<file path="config.mk">
export PLATFORM = sky130hd
export DESIGN_NAME = down_counter_fsm
export DESIGN_NICKNAME = d
export VERILOG_FILES = /design/src/rtl/down_counter_fsm_pkg.sv /design/src/rtl/sub_by_one.sv /design/src/rtl/down_counter_fsm.sv
export SDC_FILE = /design/constraint.sdc
export NUM_CORES = 1
export LEC_CHECK = 0
export CORE_AREA = 2 2 39 41
export CTS_CLUSTER_DIAMETER = 60
export DETAILED_ROUTE_END_ITERATION = 7
export DIE_AREA = 0 0 41 43
export PLACE_DENSITY = 0.71
export SETUP_SLACK_MARGIN = 0.4
export SLEW_MARGIN = 20
export SYNTH_ARGS = -nofsm -noshare
export SYNTH_HDL_FRONTEND = slang
export SYNTH_SLANG_ARGS = --single-unit
</file>
<file path="constraint.sdc">
create_clock -name clk -period 2.65 [get_ports clk]
set_clock_uncertainty 0.1 [all_clocks]
set_input_delay 0.265 -clock clk [delete_from_list [all_inputs] [get_ports clk]]
set_output_delay 0.265 -clock clk [all_outputs]
set_load 0.01 [all_outputs]
</file>
<file path="src/rtl/down_counter_fsm_pkg.sv">
// Shared types and constants for the down-counter FSM and its decrementer.
package down_counter_fsm_pkg;

  localparam int unsigned DEFAULT_WIDTH = 4;

  typedef enum logic [1:0] {
    IDLE  = 2'b00,
    COUNT = 2'b01,
    DONE  = 2'b10
  } state_t;

endpackage

</file>
<file path="src/rtl/sub_by_one.sv">
// Borrow-ripple decrementer: a chain of one-bit half-subtractor cells.
module sub_by_one
  import down_counter_fsm_pkg::*;
#(
  parameter int unsigned WIDTH = DEFAULT_WIDTH
) (
  input  logic [WIDTH-1:0] in,
  input  logic             bin,
  output logic [WIDTH-1:0] out,
  output logic             bout
);

  logic [WIDTH:0] borrow;

  assign borrow[0] = bin;

  for (genvar i = 0; i < WIDTH; i++) begin : g_cell
    assign out[i]        = in[i] ^ borrow[i];
    assign borrow[i + 1] = ~in[i] & borrow[i];
  end

  assign bout = borrow[WIDTH];

endmodule

</file>
<file path="src/rtl/down_counter_fsm.sv">
// Loadable down counter with wrap/stop terminal behaviour, borrow pulse and
// a one-cycle done indication.
module down_counter_fsm
  import down_counter_fsm_pkg::*;
#(
  parameter int unsigned WIDTH = DEFAULT_WIDTH
) (
  input  logic             clk,
  input  logic             rst_n,
  input  logic             load,
  input  logic [WIDTH-1:0] load_val,
  input  logic             en,
  input  logic             wrap,
  output logic [WIDTH-1:0] count,
  output logic             zero,
  output logic             busy,
  output logic             bout,
  output logic             done
);

  state_t           state;
  state_t           state_next;
  logic [WIDTH-1:0] count_next;
  logic             bout_next;
  logic             dec_bin;
  logic [WIDTH-1:0] dec_out;
  logic             dec_bout;

  assign dec_bin = en & (state == COUNT);

  sub_by_one #(
    .WIDTH(WIDTH)
  ) u_sub_by_one (
    .in  (count),
    .bin (dec_bin),
    .out (dec_out),
    .bout(dec_bout)
  );

  // Borrow-out of the decrementer marks the decrement from zero.
  always_comb begin
    state_next = state;
    count_next = count;
    bout_next  = 1'b0;
    case (state)
      IDLE: begin
        if (load) begin
          count_next = load_val;
          state_next = COUNT;
        end
      end
      COUNT: begin
        if (load) begin
          count_next = load_val;
        end else if (en) begin
          bout_next = dec_bout;
          if (dec_bout && !wrap) begin
            state_next = DONE;
          end else begin
            count_next = dec_out;
          end
        end
      end
      DONE: begin
        if (load) begin
          count_next = load_val;
          state_next = COUNT;
        end else begin
          state_next = IDLE;
        end
      end
      default: state_next = IDLE;
    endcase
  end

  always_ff @(posedge clk or negedge rst_n) begin
    if (!rst_n) begin
      state <= IDLE;
      count <= '0;
      bout  <= 1'b0;
      done  <= 1'b0;
      busy  <= 1'b0;
    end else begin
      state <= state_next;
      count <= count_next;
      bout  <= bout_next;
      done  <= (state_next == DONE);
      busy  <= (state_next == COUNT);
    end
  end

  assign zero = (count == '0);

endmodule

</file>
==> results_tabular.tex <==
\begin{tabular}{lr}
\hline
Metric & Value \\
\hline
\multicolumn{2}{l}{\textbf{STA}} \\
\quad Headroom to the max-slew limit & 74.4\% \\
\quad Min cycle time layout & $\sim$2.2 ns \\
\quad Max frequency & around 0.46 GHz \\
\quad RSZ-0062 raised after global routing & false \\
\quad Summed negative setup slack over all endpoints & 0 ns \\
\quad Total setup violations reported at the end of the flow & 0 \\
\quad Final hold vios & 0 \\
\quad Share of the clock period used by the worst path & 82.2\% \\
\quad Min setup slack post-route & 0.471 ns \\
\quad Slew @ Worst Pin & between 0.3 and 0.4 ns \\
\quad Pins over their slew limit & 0 \\
\multicolumn{2}{l}{\textbf{Global route}} \\
\quad Met2 capacity usage during global routing & between 20 and 25\% \\
\quad M3 GR Usage & 1.57\% \\
\quad Remaining global-route overflow & 0 \\
\quad Total routing resource utilization after global routing & between 10\% and 20\% \\
\quad Number of global-route vias before repair & around 410 \\
\quad GR met1 Demand/Resource & 13.0\% \\
\quad GRT busiest layer & met2 \\
\quad Pin count of the biggest net entering global routing & 10 \\
\quad Antenna violations before repair & 0 \\
\quad Wire length of the first global-routing pass & 1570 um \\
\multicolumn{2}{l}{\textbf{CTS}} \\
\quad Later-pin clock latency in the skew report & 0.25 ns \\
\quad Num CTS Buffers & 3 \\
\quad TritonCTS clock tree & done \\
\quad Total number of clock tree sinks & 9 \\
\quad Number of H-tree levels & 1 \\
\quad Number of hold buffers added after cts & 0 \\
\quad Root buffer cell & sky130\_fd\_sc\_hd\_\_clkbuf\_4 \\
\quad Clock slew seen by the registers of the worst setup and hold paths & $\sim$0.060 ns \\
\quad Maximum buffer depth of the clock tree & 2 \\
\multicolumn{2}{l}{\textbf{Worst setup path}} \\
\quad Kind of start point of the critical path & register \\
\quad Critical path endpoint & count[0] \\
\quad Highest cell delay on the worst timing path & 0.43 ns \\
\quad R2R Path End & count[0] \\
\quad R2R Path Start & state[0] \\
\quad Number of cells traversed by the worst register-to-register path & 10 \\
\quad Endpoint type of the worst setup path & register \\
\quad Slowest cell on the critical path & sky130\_fd\_sc\_hd\_\_dfrtp\_2 \\
\quad Critical Path AT & 2.25 ns \\
\quad Data required, critical path & between 2 and 3 ns \\
\quad Startpoint-to-endpoint class of the critical path & reg -> reg \\
\quad Worst-path fanout max & 4 \\
\quad Ordered cell list for the critical path & nand2\_2, nor2\_1, ha\_1, ha\_1, ha\_1, ha\_2, nand2b\_1, a31oi\_1, a21oi\_2, mux2i\_1 \\
\quad Slack of the worst reg-to-reg path & 0.47 ns \\
\quad Worst setup path start & state[0] \\
\quad Worst path most repeated cell & sky130\_fd\_sc\_hd\_\_ha\_1 \\
\multicolumn{2}{l}{\textbf{Final layout}} \\
\quad Most frequent standard cell in the layout excluding fill and tap cells & sky130\_fd\_sc\_hd\_\_clkdlybuf4s50\_1 \\
\quad Count of nets after finishing & 80 \\
\quad End-of-flow core utilization & about 50\% \\
\quad Post-route standard cell area excluding fillers & 689 um\^{}2 \\
\quad Commonest cells after routing, fill and taps aside & 15 x sky130\_fd\_sc\_hd\_\_clkdlybuf4s50\_1, 7 x sky130\_fd\_sc\_hd\_\_a21oi\_1, 7 x sky130\_fd\_sc\_hd\_\_dfrtp\_1 \\
\quad Ant diodes & 0 \\
\quad Fraction of final layout cells with drive strength greater than 1 & 16.7\% \\
\quad Area grow syn2layout & 51.4\% \\
\multicolumn{2}{l}{\textbf{Logic synthesis}} \\
\quad Mapped Nets & 57 \\
\quad Number of distinct library cell variants in the gate-level netlist after synthesis & 14 \\
\quad Post-Syn Area per Cell & around 10 um\^{}2 \\
\quad Flops \& latches, synth & 9 \\
\quad Cell area after synthesis & between 400 and 500 um\^{}2 \\
\quad Cells after synthesis & 44 \\
\quad Yosys Warn Count & 0 \\
\quad Sequential-to-total area share from yosys stat & 49.5\% \\
\multicolumn{2}{l}{\textbf{Route}} \\
\quad Via total after detailed routing & about 400 \\
\quad Number of remaining DRC errors & 0 \\
\quad First-pass iteration count of the detailed router & 4 \\
\quad Vias/cell & 4.85 \\
\quad Routed Antenna Nets & 0 \\
\quad DR iter-0 viols & 7 \\
\quad Final routed wirelength across all metal layers & roughly 1000 um \\
\quad Detail-routed net length per standard cell & between 10 and 15 um \\
\multicolumn{2}{l}{\textbf{Run}} \\
\quad Max Cap Violations & 0 \\
\multicolumn{2}{l}{\textbf{Die}} \\
\quad Initial core utilization & between 30\% and 40\% \\
\quad Cell row count & 14 \\
\quad Number of top-level design ports & 17 \\
\quad Area of the die & roughly 1800 um\^{}2 \\
\quad Die width & approximately 40 um \\
\quad Placeable Area & 1380 um\^{}2 \\
\quad Die H & 43 um \\
\multicolumn{2}{l}{\textbf{Power and ir drop}} \\
\quad Fraction of power consumed by the clock network & 22.8\% \\
\quad Combinational cell fraction of total power & 37.5\% \\
\quad Pint & 0.000310 W \\
\quad Worst voltage drop across the vdd grid & 0.180 mV \\
\quad Switching power total & approximately 0.00014 W \\
\quad Switching portion of total power & between 30\% and 40\% \\
\quad Power density over the cells & between 600 and 700 nW/um\^{}2 \\
\quad Leakage dissipation & about 0.32 nW \\
\quad Sequential share of power & 39.7\% \\
\multicolumn{2}{l}{\textbf{Placed design}} \\
\quad Area after DPL & 631 um\^{}2 \\
\quad Final estimated routing congestion in global placement & 0.714 \\
\quad Placement Setup Slack & 0.0601 ns \\
\quad Input/output buffers & 16 \\
\quad Post-detail-place hpwl & 763 um \\
\multicolumn{2}{l}{\textbf{Status}} \\
\quad Outcome & finished clean \\
\multicolumn{2}{l}{\textbf{Hold path}} \\
\quad Classification of the worst-slack hold path & in -> async \\
\hline
\end{tabular}
[worst max-delay path, delay by kind of cell (launching register included)]
family	cells	cell delay (ns)
flops	1	0.43
compound gates	2	0.37
mux	1	0.24
simple gates	3	0.22
fa+ha+maj	4	0.74
[metal layers]
layer / share of wire, % / vias to the layer above
met2: 52 / 13
met3: 4.0 / 2
met5: 0 / -
met1: 42 / 183
met4: 2.1 / 0
li1: - / 200
[synth_stat cells (all sizes together)]
library cell	count	share of area (%)
dfrtp	9	49
a21oi	8	9.6
nor2	5	4.1
ha	4	11
inv	4	3.3
mux2i	4	8.8
nor4	3	4.1
nand2b	2	2.7
a31oi	1	1.4
buf	1	1.1
nand2	1	0.82
nand3b	1	1.6
nor4b	1	1.9
[worst min-delay path by stage]
stage,to,slack [ns],cells after the start
5_1_grt,count[0],0.22,1
6_report,bout,0.20,1
2_1_floorplan,bout,-0.13,0
3_3_place_gp,count[2],0.46,2
3_5_place_dp,count[2],0.46,2
4_1_cts,count[0],0.21,1
[timing repair]
item / in CTS / in global routing
resized for setup: 2 / 3
pin swaps: 1 / 0
setup endpoints to repair: 4 / 4
setup buffers: 2 / 1
[cell type report]
cell class | instances | area [um^2]
fillers | 140 | 694
flip-flops and latches | 9 | 228
clock buffers | 4 | 26.3
repair buffers | 19 | 185
multi-input cells | 30 | 215
inverters | 4 | 15.0
well taps | 16 | 20.0
[registers in the layout (all words and copies together), names as in the netlist]
| name | cells |
|---|---|
| count | 4 |
| busy | 1 |
| done | 1 |
| bout | 1 |
| state | 2 |
[logic make-up (layout without fill, tap and decap cells)]
kind of cell | after synthesis | after routing | share of synthesized area, %
compound gates | 9 | 9 | 11.0
fa+ha+maj | 4 | 4 | 11.0
buf+inv | 5 | 27 | 4.39
flops | 9 | 9 | 49.5
mux | 4 | 4 | 8.79
simple gates | 13 | 13 | 15.4
[through the flow]
| stage | hold slack [ns] | total power, W | std cells |
|---|---|---|---|
| 2_1_floorplan | -0.131 | 0.000259 | 44 |
| 3_3_place_gp | 0.461 | 0.000335 | 75 |
| 3_5_place_dp | 0.463 | 0.000342 | 75 |
| 4_1_cts | 0.211 | 0.000448 | 81 |
| 5_1_grt | 0.218 | 0.000488 | 82 |
| 6_report | 0.197 | 0.000446 | 82 |
[power groups by stage]
| stage | sequential, W | combinational [W] | clock (W) |
|---|---|---|---|
| final | 0.000177 | 0.000167 | 0.000102 |
| after global routing | 0.000180 | 0.000191 | 0.000118 |
| after CTS | 0.000179 | 0.000165 | 0.000104 |
| after detailed placement | 0.000181 | 0.000161 | 0 |
| after global placement | 0.000178 | 0.000157 | 0 |
| after floorplan | 0.000188 | 0.0000712 | 0 |
Note: power is estimated with default switching activity, not from simulation.
